`src/rtl/riscv_pkg.sv`:
```
// Shared encodings for the multicycle RISC-V control path: FSM states,
// opcodes and every datapath select code driven by the controller.
package riscv_pkg;

  typedef enum logic [3:0] {
    FETCH    = 4'd0,
    DECODE   = 4'd1,
    MEMADR   = 4'd2,
    MEMREAD  = 4'd3,
    MEMWB    = 4'd4,
    MEMWRITE = 4'd5,
    EXECUTER = 4'd6,
    EXECUTEI = 4'd7,
    ALUWB    = 4'd8,
    JAL      = 4'd9,
    BEQ      = 4'd10
  } stateT;

  localparam logic [6:0] OP_LW   = 7'b0000011;
  localparam logic [6:0] OP_SW   = 7'b0100011;
  localparam logic [6:0] OP_R    = 7'b0110011;
  localparam logic [6:0] OP_I    = 7'b0010011;
  localparam logic [6:0] OP_JAL  = 7'b1101111;
  localparam logic [6:0] OP_BEQ  = 7'b1100011;

  // Result mux inputs are wired in the order ALUOut, Data, ALUResult.
  localparam logic [1:0] RES_ALUOUT    = 2'b00;
  localparam logic [1:0] RES_DATA      = 2'b01;
  localparam logic [1:0] RES_ALURESULT = 2'b10;

  localparam logic [1:0] SRCA_PC    = 2'b00;
  localparam logic [1:0] SRCA_OLDPC = 2'b01;
  localparam logic [1:0] SRCA_RS1   = 2'b10;

  localparam logic [1:0] SRCB_RS2  = 2'b00;
  localparam logic [1:0] SRCB_IMM  = 2'b01;
  localparam logic [1:0] SRCB_FOUR = 2'b10;

  localparam logic [1:0] IMM_I = 2'b00;
  localparam logic [1:0] IMM_S = 2'b01;
  localparam logic [1:0] IMM_B = 2'b10;
  localparam logic [1:0] IMM_J = 2'b11;

  localparam logic [1:0] ALUOP_ADD   = 2'b00;
  localparam logic [1:0] ALUOP_SUB   = 2'b01;
  localparam logic [1:0] ALUOP_FUNCT = 2'b10;

  localparam logic [2:0] ALU_ADD = 3'b000;
  localparam logic [2:0] ALU_SUB = 3'b001;
  localparam logic [2:0] ALU_AND = 3'b010;
  localparam logic [2:0] ALU_OR  = 3'b011;
  localparam logic [2:0] ALU_SLT = 3'b101;

endpackage

```
`src/rtl/alu_decoder.sv`:
```
// Combinational ALU decoder: turns the FSM's coarse aluOp plus the
// instruction function fields into the ALU operation select.
module alu_decoder
  import riscv_pkg::*;
(
  input  logic [1:0] aluOp,
  input  logic [2:0] funct3,
  input  logic       funct7b5,
  input  logic       opb5,
  output logic [2:0] aluControl
);

  // Only R-type sets op[5], so addi with instr[30]=1 stays an add.
  always_comb begin
    aluControl = ALU_ADD;
    case (aluOp)
      ALUOP_ADD: aluControl = ALU_ADD;
      ALUOP_SUB: aluControl = ALU_SUB;
      ALUOP_FUNCT: begin
        case (funct3)
          3'b000:  aluControl = (opb5 && funct7b5) ? ALU_SUB : ALU_ADD;
          3'b010:  aluControl = ALU_SLT;
          3'b110:  aluControl = ALU_OR;
          3'b111:  aluControl = ALU_AND;
          default: aluControl = ALU_ADD;
        endcase
      end
      default: aluControl = ALU_ADD;
    endcase
  end

endmodule

```
`src/rtl/control_multiciclo.sv`:
```
// Multicycle RISC-V main controller: state register, Moore output decode,
// immediate-format decode and the ALU decoder instance.
module control_multiciclo
  import riscv_pkg::*;
#(
  parameter int XLEN = 32
) (
  input  logic       clk,
  input  logic       rst,
  input  logic [6:0] op,
  input  logic [2:0] funct3,
  input  logic       funct7b5,
  input  logic       zero,
  output logic       pc_write,
  output logic       adr_src,
  output logic       mem_write,
  output logic       ir_write,
  output logic [1:0] result_src,
  output logic [1:0] alu_src_a,
  output logic [1:0] alu_src_b,
  output logic [1:0] imm_src,
  output logic [2:0] alu_control,
  output logic       reg_write
);

  if (XLEN != 32 && XLEN != 64) begin : gXlenUnsupported
    $error("control_multiciclo: XLEN must be 32 or 64");
  end

  stateT      state;
  logic       pcUpdate;
  logic       branch;
  logic [1:0] aluOp;

  always_ff @(posedge clk) begin
    if (rst) begin
      state <= FETCH;
    end else begin
      case (state)
        FETCH:  state <= DECODE;
        DECODE: begin
          case (op)
            OP_LW, OP_SW: state <= MEMADR;
            OP_R:         state <= EXECUTER;
            OP_I:         state <= EXECUTEI;
            OP_JAL:       state <= JAL;
            OP_BEQ:       state <= BEQ;
            default:      state <= FETCH;
          endcase
        end
        MEMADR:   state <= (op == OP_LW) ? MEMREAD : MEMWRITE;
        MEMREAD:  state <= MEMWB;
        MEMWB:    state <= FETCH;
        MEMWRITE: state <= FETCH;
        EXECUTER: state <= ALUWB;
        EXECUTEI: state <= ALUWB;
        ALUWB:    state <= FETCH;
        JAL:      state <= ALUWB;
        BEQ:      state <= FETCH;
        default:  state <= FETCH;
      endcase
    end
  end

  always_comb begin
    adr_src    = 1'b0;
    mem_write  = 1'b0;
    ir_write   = 1'b0;
    result_src = RES_ALUOUT;
    alu_src_a  = SRCA_PC;
    alu_src_b  = SRCB_RS2;
    aluOp      = ALUOP_ADD;
    reg_write  = 1'b0;
    pcUpdate   = 1'b0;
    branch     = 1'b0;
    case (state)
      FETCH: begin
        ir_write   = 1'b1;
        alu_src_b  = SRCB_FOUR;
        result_src = RES_ALURESULT;
        pcUpdate   = 1'b1;
      end
      DECODE: begin
        alu_src_a = SRCA_OLDPC;
        alu_src_b = SRCB_IMM;
      end
      MEMADR: begin
        alu_src_a = SRCA_RS1;
        alu_src_b = SRCB_IMM;
      end
      MEMREAD: adr_src = 1'b1;
      MEMWB: begin
        result_src = RES_DATA;
        reg_write  = 1'b1;
      end
      MEMWRITE: begin
        adr_src   = 1'b1;
        mem_write = 1'b1;
      end
      EXECUTER: begin
        alu_src_a = SRCA_RS1;
        aluOp     = ALUOP_FUNCT;
      end
      EXECUTEI: begin
        alu_src_a = SRCA_RS1;
        alu_src_b = SRCB_IMM;
        aluOp     = ALUOP_FUNCT;
      end
      ALUWB: reg_write = 1'b1;
      JAL: begin
        alu_src_a = SRCA_OLDPC;
        alu_src_b = SRCB_FOUR;
        pcUpdate  = 1'b1;
      end
      BEQ: begin
        alu_src_a = SRCA_RS1;
        aluOp     = ALUOP_SUB;
        branch    = 1'b1;
      end
      default: ;
    endcase
  end

  assign pc_write = pcUpdate | (branch & zero);

  // Immediate format follows the opcode alone so the extender is ready early.
  always_comb begin
    case (op)
      OP_SW:   imm_src = IMM_S;
      OP_BEQ:  imm_src = IMM_B;
      OP_JAL:  imm_src = IMM_J;
      default: imm_src = IMM_I;
    endcase
  end

  alu_decoder uAluDecoder (
    .aluOp      (aluOp),
    .funct3     (funct3),
    .funct7b5   (funct7b5),
    .opb5       (op[5]),
    .aluControl (alu_control)
  );

endmodule

```
`config.mk`:
```
export PLATFORM = sky130hd
export DESIGN_NAME = control_multiciclo
export DESIGN_NICKNAME = d
export VERILOG_FILES = /design/src/rtl/riscv_pkg.sv /design/src/rtl/alu_decoder.sv /design/src/rtl/control_multiciclo.sv
export SDC_FILE = /design/constraint.sdc
export NUM_CORES = 1
export LEC_CHECK = 0
export ABC_AREA = 1
export BUFFER_PORTS_ARGS = -buffer_cell sky130_fd_sc_hd__buf_2
export CAP_MARGIN = 20
export CORE_MARGIN = 2
export CORE_UTILIZATION = 35
export CTS_CLUSTER_DIAMETER = 60
export DETAILED_ROUTE_END_ITERATION = 8
export HOLD_SLACK_MARGIN = 0.05
export PLACE_DENSITY = 0.71
export SETUP_SLACK_MARGIN = 0.1
export SLEW_MARGIN = 30
export SYNTH_ARGS = -nofsm -noshare
export SYNTH_HDL_FRONTEND = slang
export SYNTH_SLANG_ARGS = --single-unit
```
`constraint.sdc`:
```
create_clock -name clk -period 1.55 [get_ports clk]
set_input_delay 0.465 -clock clk [delete_from_list [all_inputs] [get_ports clk]]
set_output_delay 0.465 -clock clk [all_outputs]
set_load 0.1 [all_outputs]
```
==> reports/metrics.yaml, run 1 <==
run_status:
  status: "aborted with a tool error"
  lastStage: "detailed placement"
  error: "[ERROR DPL-0038] Utilization greater than 100%, impossible to legalize"
logic_synthesis:
  yosys_register_bits: 4
  synth_area_leaders: "dfxtp_1 (16%), nand2_1 (14%), nor2_1 (14%)"
  synthFlopType: "dfxtp_1"
  yosys_warnings: 0
  yosysUniqueCellTypes: 19
  synth.net_count: 110
  syn_inst: 94
  synth_top_area_cell: "dfxtp_1"
  syn_area_um2: 513.0
  syn_area_per_cell_um2: 5.457
  synthTopCellsByCount: "nand2_1 (19), nor2_1 (19), inv_1 (16), nand3_1 (7), a21oi_1 (5)"
  yosys.area.top_type_share_pct: 15.61
  synth_async_sr_flop_share_pct: 0
  seq_area_frac_synth_pct: 15.61
  synth_edf_count: 0
placement:
  portBuffers: 29
  place.gp.congestion: 0.8186
floorplan:
  start_util_pct: 38.46
  row_count: 13
  die-height_um: 42.29
  dieWidth_um: 42.29
  io-pin-count: 30
-- metrics by stage --
step           setup WS [ns]  std cells
2_1_floorplan        -0.5305         94
3_3_place_gp         -0.2008        170
-- logic make-up after synthesis --
group	count (synthesis)	synth area share [%]
adders and majority gates	2	4.877
buffers and inverters	20	15.37
and+or+nand+nor	58	53.17
DFF	4	15.61
AOI/OAI and AO/OA	10	10.97
==> run 2: changes to the inputs <==
- CORE_AREA: default -> 2 2 63 65
- CORE_MARGIN: 2 -> default
- CORE_UTILIZATION: 35 -> default
- CTS_CLUSTER_DIAMETER: 60 -> default
- DIE_AREA: default -> 0 0 65 67
- HOLD_SLACK_MARGIN: 0.05 -> default
- PLACE_DENSITY: 0.71 -> default
- PLACE_DENSITY_LB_ADDON: default -> 0.15
- SETUP_SLACK_MARGIN: 0.1 -> default
- clock period: 1.55 -> 2 ns (I/O delays scaled with it)
==> reports/metrics.yaml, run 2 <==
run_status:
  status: "finished with violations"
  violations: "setup timing"
timing:
  clock.fmax_mhz: 477.7
  rsz0062_at_grt: "yes"
  skew_ns: 0.003158
  setup_ws_ns: -0.09317
  finalCriticalPeriod_ns: 2.093
  hold_viol_final: 0
  setup_viol: 5
  slew_violations: 0
  max_slew_margin_pct: 83.74
  period_share_pct: 104.7
  holdWs_ns: 0.5900
  tightest_slew_ns: 0.2430
drt:
  drc_errors: 0
  drt_iter0_markers: 10
  post_drt_via_cell_ratio: 3.915
  first_pass_iters: 4
  wl_per_cell_um: 9.489
  ant_nets: 0
  vias: 736
  drt-total-wl_mm: 1.784
floorplan:
  dieWidth_um: 65
  io-pin-count: 30
  fp.coreArea_mm2: 0.003606
  die-height_um: 67
  row_count: 22
  start_util_pct: 14.23
  dieArea_mm2: 0.004355
power_and_ir_drop:
  power_leakage_nw: 0.5905
  pwr-share-clk_pct: 36.4
  swShare_pct: 39.01
  power.density_mw_per_mm2: 365.7
  p_comb_share_pct: 46.3
  p_seq_share_pct: 17.2
  vdd_drop_max_mv: 0.2318
  p_int_uw: 296.1
  power.switching_uw: 189.3
logic_synthesis:
  muxShareOfSynthArea_pct: 0
  synth_edf_count: 0
  synth_area_leaders: "dfxtp_1 (16%), nand2_1 (14%), nor2_1 (14%)"
  yosysUniqueCellTypes: 19
  yosys_register_bits: 4
  syn_inst: 94
  synthTopCellsByCount: "nand2_1 (19), nor2_1 (19), inv_1 (16), nand3_1 (7), a21oi_1 (5)"
  synthFlopType: "dfxtp_1"
  synth_compound_area_share_pct: 10.98
  seq_area_frac_synth_pct: 15.61
  synth_adder_area_share_pct: 4.878
  synth-simple-area-share_pct: 53.17
  synth_async_sr_flop_share_pct: 0
  syn_area_per_cell_um2: 5.457
  yosys_warnings: 0
  synth_top_area_cell: "dfxtp_1"
  synth.net_count: 110
  synth-xor-area-share_pct: 0
  yosys.area.top_type_share_pct: 15.61
  syn_area_um2: 513.0
  synth_top_family_by_area: "simple AND/OR/NAND/NOR gates"
cts:
  path_clk_slew_ns: 0.03
  clock_latency_ns: 0.21
  cts_buffers: 3
  cts_sinks: 4
  cts_hold_buf: 0
  cts_buffer_depth: 2
  cts_tree: "yes"
  clockRootBuffer: "clkbuf_8"
  htreeDepth: 1
final_layout:
  largest_reg_flops: 4
  synthToLayoutAreaGrowth_pct: 158.8
  final_cell_mix: "buf_12 (16), buf_4 (14), buf_2 (13)"
  top_regs: "state (4)"
  stdcell_area_mm2: 0.001328
  num_antenna_cells: 0
  layout-drive-gt1-share_pct: 69.29
  regMostFlops: "state"
  final_common_cell: "buf_12"
  nets: 157
critical_path:
  crit_arrival_ns: 1.49
  cp-end-kind: "output pin"
  reg2reg_depth: 8
  critPathSlowestCell: "dfxtp_4"
  r2r_slack_ns: 0.81
  cp_cell_sequence: "nand2_4 -> nor2_4 -> ha_4 -> nand4_1 -> a21oi_4 -> buf_12"
  worstPathRequired_ns: 1.40
  slowest_delay_ns: 0.39
  path_class: "reg -> out"
  start_kind: "flip-flop"
  path_max_fanout: 6
grt:
  grt_pass1_wl_mm: 3.063
  antenna_found_initial: 0
  grt_max_degree: 7
  grt_usage_pct: 8.962
  overflow: 0
  grt_pass1_vias: 742
placement:
  portBuffers: 29
  place.gp.congestion: 0.7937
  place_hpwl_mm: 1.559
  dpl-instance-area_mm2: 0.001172
  pre_cts_ws_ns: 0.01962
run:
  drv_cap: 0
hold_path:
  hold_depth: 2
  hold_class: "in -> reg"
==> run 2: cell counts after synthesis <==
No cell type changed its count.
==> run 2: logic make-up after synthesis <==
| family | Yosys count |
|---|---|
| and+or+nand+nor | 58 |
| buffers and inverters | 20 |
| AOI/OAI and AO/OA | 10 |
| DFF | 4 |
| adders and majority gates | 2 |
==> run 2: through the flow <==
stage	utilization [%]	TNS, ns	power [mW]	instances
floorplan	-	-0.4868	0.2253	94
global placement	32.51	0	0.3061	179
detailed placement	32.51	0	0.3068	179
CTS	35.91	-0.1984	0.4920	187
global route	36.81	-0.6305	0.5130	188
finish	36.81	-0.2233	0.4854	188
==> run 2: per-layer routing <==
metal	part of all wire, %	vias to the layer above	GRT usage, %
met5	0	-	0
li1	-	381	-
met2	53	19	17.14
met1	40	336	9.739
met3	6.3	0	2.196
met4	0	0	2.394
==> run 2: final timing paths <==
kind	start	to
max	state[2]	alu_control[0]
max reg2reg	state[1]	state[0]
min	rst	state[0]
min reg2reg	state[3]	state[0]
==> run 2: area by class of cell <==
class / instances / area [µm²]
Sequential cell: 4 / 90.09
Multi-Input combinational cell: 70 / 565.5
Timing Repair Buffer: 43 / 490.5
Fill cell: 376 / 2278
Clock buffer: 4 / 45.04
Inverter: 19 / 76.32
Tap cell: 48 / 60.06
==> run 2: power by group through the flow <==
stage               sequential [mW]  combinational (mW)  clock, mW
global placement             0.0852               0.221          0
global route                 0.0839               0.236      0.193
floorplan                    0.0846               0.141          0
detailed placement           0.0853               0.222          0
finish                       0.0836               0.225      0.177
CTS                          0.0837               0.224      0.184
==> run 2: worst max-delay path: cells and delay by family (launching register included) <==
family / cells / cell delay, ns
AND/OR/NAND/NOR: 3 / 0.34
adder cells (fa/ha/maj): 1 / 0.18
flip-flops: 1 / 0.39
AO/OA/AOI/OAI: 1 / 0.18
buffers and inverters: 1 / 0.19
==> run 2: timing repair <==
action / in CTS / in global routing
resized for setup: 14 / 8
setup buffers: 4 / 1
pin swaps: 5 / 6
endpoints found under the setup margin: 6 / 8
(Power assumes the default switching activity.)
==> run 3: changes to the inputs <==
- ABC_AREA: 1 -> default
- CTS_BUF_LIST: default -> sky130_fd_sc_hd__clkbuf_4 sky130_fd_sc_hd__clkbuf_8 sky130_fd_sc_hd__clkbuf_16
- RECOVER_POWER: default -> 25
==> reports/metrics.yaml, run 3 <==
timing:
  hold_viol_final: 0
  holdWs_ns: 0.5597
  slew_violations: 0
  max_slew_margin_pct: 82.73
  setup_ws_ns: -0.1553
  rsz0062_at_grt: "yes"
  period_share_pct: 107.8
  clock.fmax_mhz: 464.0
  setup_viol: 7
  setup_tns_ns: -0.4492
  skew_ns: 0.0001571
  finalCriticalPeriod_ns: 2.155
  tightest_slew_ns: 0.2566
logic_synthesis:
  syn_inst: 72
  syn_area_um2: 511.7
  yosys.area.top_type_share_pct: 15.65
  synth.net_count: 88
  synth_most_common_cell: "a21oi_1"
  yosysUniqueCellTypes: 36
  yosys_warnings: 0
  synth_top_area_cell: "dfxtp_1"
  synth_edf_count: 0
  synth_async_sr_flop_share_pct: 0
  seq_area_frac_synth_pct: 15.65
  yosys_register_bits: 4
  synth_area_leaders: "dfxtp_1 (16%), nand2b_1 (6.1%), a21oi_1 (5.9%)"
  synthTopCellsByCount: "a21oi_1 (6), nand2b_1 (5), nor2_1 (5)"
  syn_area_per_cell_um2: 7.108
  synthFlopType: "dfxtp_1"
floorplan:
  dieWidth_um: 65
  io-pin-count: 30
  start_util_pct: 14.19
  dieArea_mm2: 0.004355
  row_count: 22
  die-height_um: 67
  fp.coreArea_mm2: 0.003606
run_status:
  status: "finished with violations"
  violations: "setup timing"
drt:
  drt-total-wl_mm: 1.836
  ant_nets: 0
  wl_per_cell_um: 10.67
  first_pass_iters: 4
  drc_errors: 0
  post_drt_via_cell_ratio: 4.134
  drt_iter0_markers: 10
  vias: 711
grt:
  grt_pass1_wl_mm: 3.077
  grt_max_degree: 13
  overflow: 0
  antenna_found_initial: 0
  grt_usage_pct: 9.010
  grt_pass1_vias: 734
final_layout:
  fin_util_pct: 39.76
  largest_reg_flops: 4
  stdcell_area_mm2: 0.001434
  layout-drive-gt1-share_pct: 71.77
  final_common_cell: "buf_4"
  final_cell_mix: "buf_4 (20), buf_12 (16), buf_2 (11)"
  regMostFlops: "state"
  synthToLayoutAreaGrowth_pct: 180.2
  top_regs: "state (4)"
  num_antenna_cells: 0
  nets: 142
cts:
  cts_sinks: 4
  cts_tree: "yes"
  cts_buffer_depth: 2
  clockRootBuffer: "clkbuf_8"
  path_clk_slew_ns: 0.03
  cts_hold_buf: 0
  cts_buffers: 3
  htreeDepth: 1
  clock_latency_ns: 0.21
run:
  drv_cap: 0
critical_path:
  worstPathRequired_ns: 1.40
  critPathLaunch: "state[0]"
  path_class: "reg -> out"
  path_max_fanout: 2
  crit_arrival_ns: 1.56
  start_kind: "flip-flop"
  rr_startpoint: "state[2]"
  cp-end-kind: "output pin"
placement:
  portBuffers: 29
  pre_cts_ws_ns: -0.03813
  dpl-instance-area_mm2: 0.001249
  place_hpwl_mm: 1.467
  place.gp.congestion: 0.6592
power_and_ir_drop:
  power_leakage_nw: 0.5937
  vdd_drop_max_mv: 0.1329
  power.density_mw_per_mm2: 342.0
hold_path:
  hold_class: "in -> reg"
  hp-start: "rst"
run 3: cell count changes after synthesis, moves of 5 or more:
cell      delta
inv_1       -13
nor2_1      -14
nand2b_1     +5
nand3_1      -6
nand2_1     -15
run 3: critical path: stages (launching register included):
cell and delay (ns):
dfxtp_2 0.31, nand2b_4 0.13, or2_4 0.26, ha_4 0.24, nor3b_4 0.21, buf_12 0.20
run 3: cell type report:
class	instances	area, µm²
Inverter	4	15.01
Tap cell	48	60.06
Timing Repair Buffer	54	600.6
Fill cell	353	2172
Multi-Input combinational cell	59	626.9
Sequential cell	4	90.09
Clock buffer	3	41.29
run 3: metal layers:
metal | routed length (µm) | vias to the layer above | track usage (%)
li1 | - | 367 | -
met1 | 770 | 327 | 10.28
met2 | 952 | 17 | 15.59
met3 | 113 | 0 | 3.547
met4 | 0 | 0 | 2.394
met5 | 0 | - | 0
run 3: cells by family (layout without fill, tap and decap cells):
family,after synthesis,in the layout,share of synthesized area (%)
flip-flops,4,4,15.65
XOR/XNOR,3,3,5.135
buffers and inverters,9,61,7.824
AND/OR/NAND/NOR,40,40,49.15
AO/OA/AOI/OAI,14,14,17.36
adder cells (fa/ha/maj),2,2,4.889
run 3: stage by stage:
stage               power (mW)  instances
floorplan               0.2171         72
global placement        0.3102        165
detailed placement      0.3121        165
CTS                     0.4952        169
global route            0.5143        172
finish                  0.4904        172
run 3: power by group:
part | leakage [nW] | internal (mW) | switching, mW
combinational | 0.537 | 0.0999 | 0.141
clock | 0.0216 | 0.128 | 0.0398
sequential | 0.0349 | 0.0800 | 0.00119
total | 0.594 | 0.308 | 0.182
run 3: worst paths after layout:
check / end / slack, ns / cells after the start
max: alu_control[1] / -0.16 / 5
min: state[3] / 0.56 / 2
max reg2reg: state[3] / 0.63 / 6
min reg2reg: state[1] / 0.65 / 3
run 3: timing repair:
action,CTS,global route
setup endpoints to repair,10,9
gates resized for setup,20,10
setup buffers,2,4
pin swaps,8,8
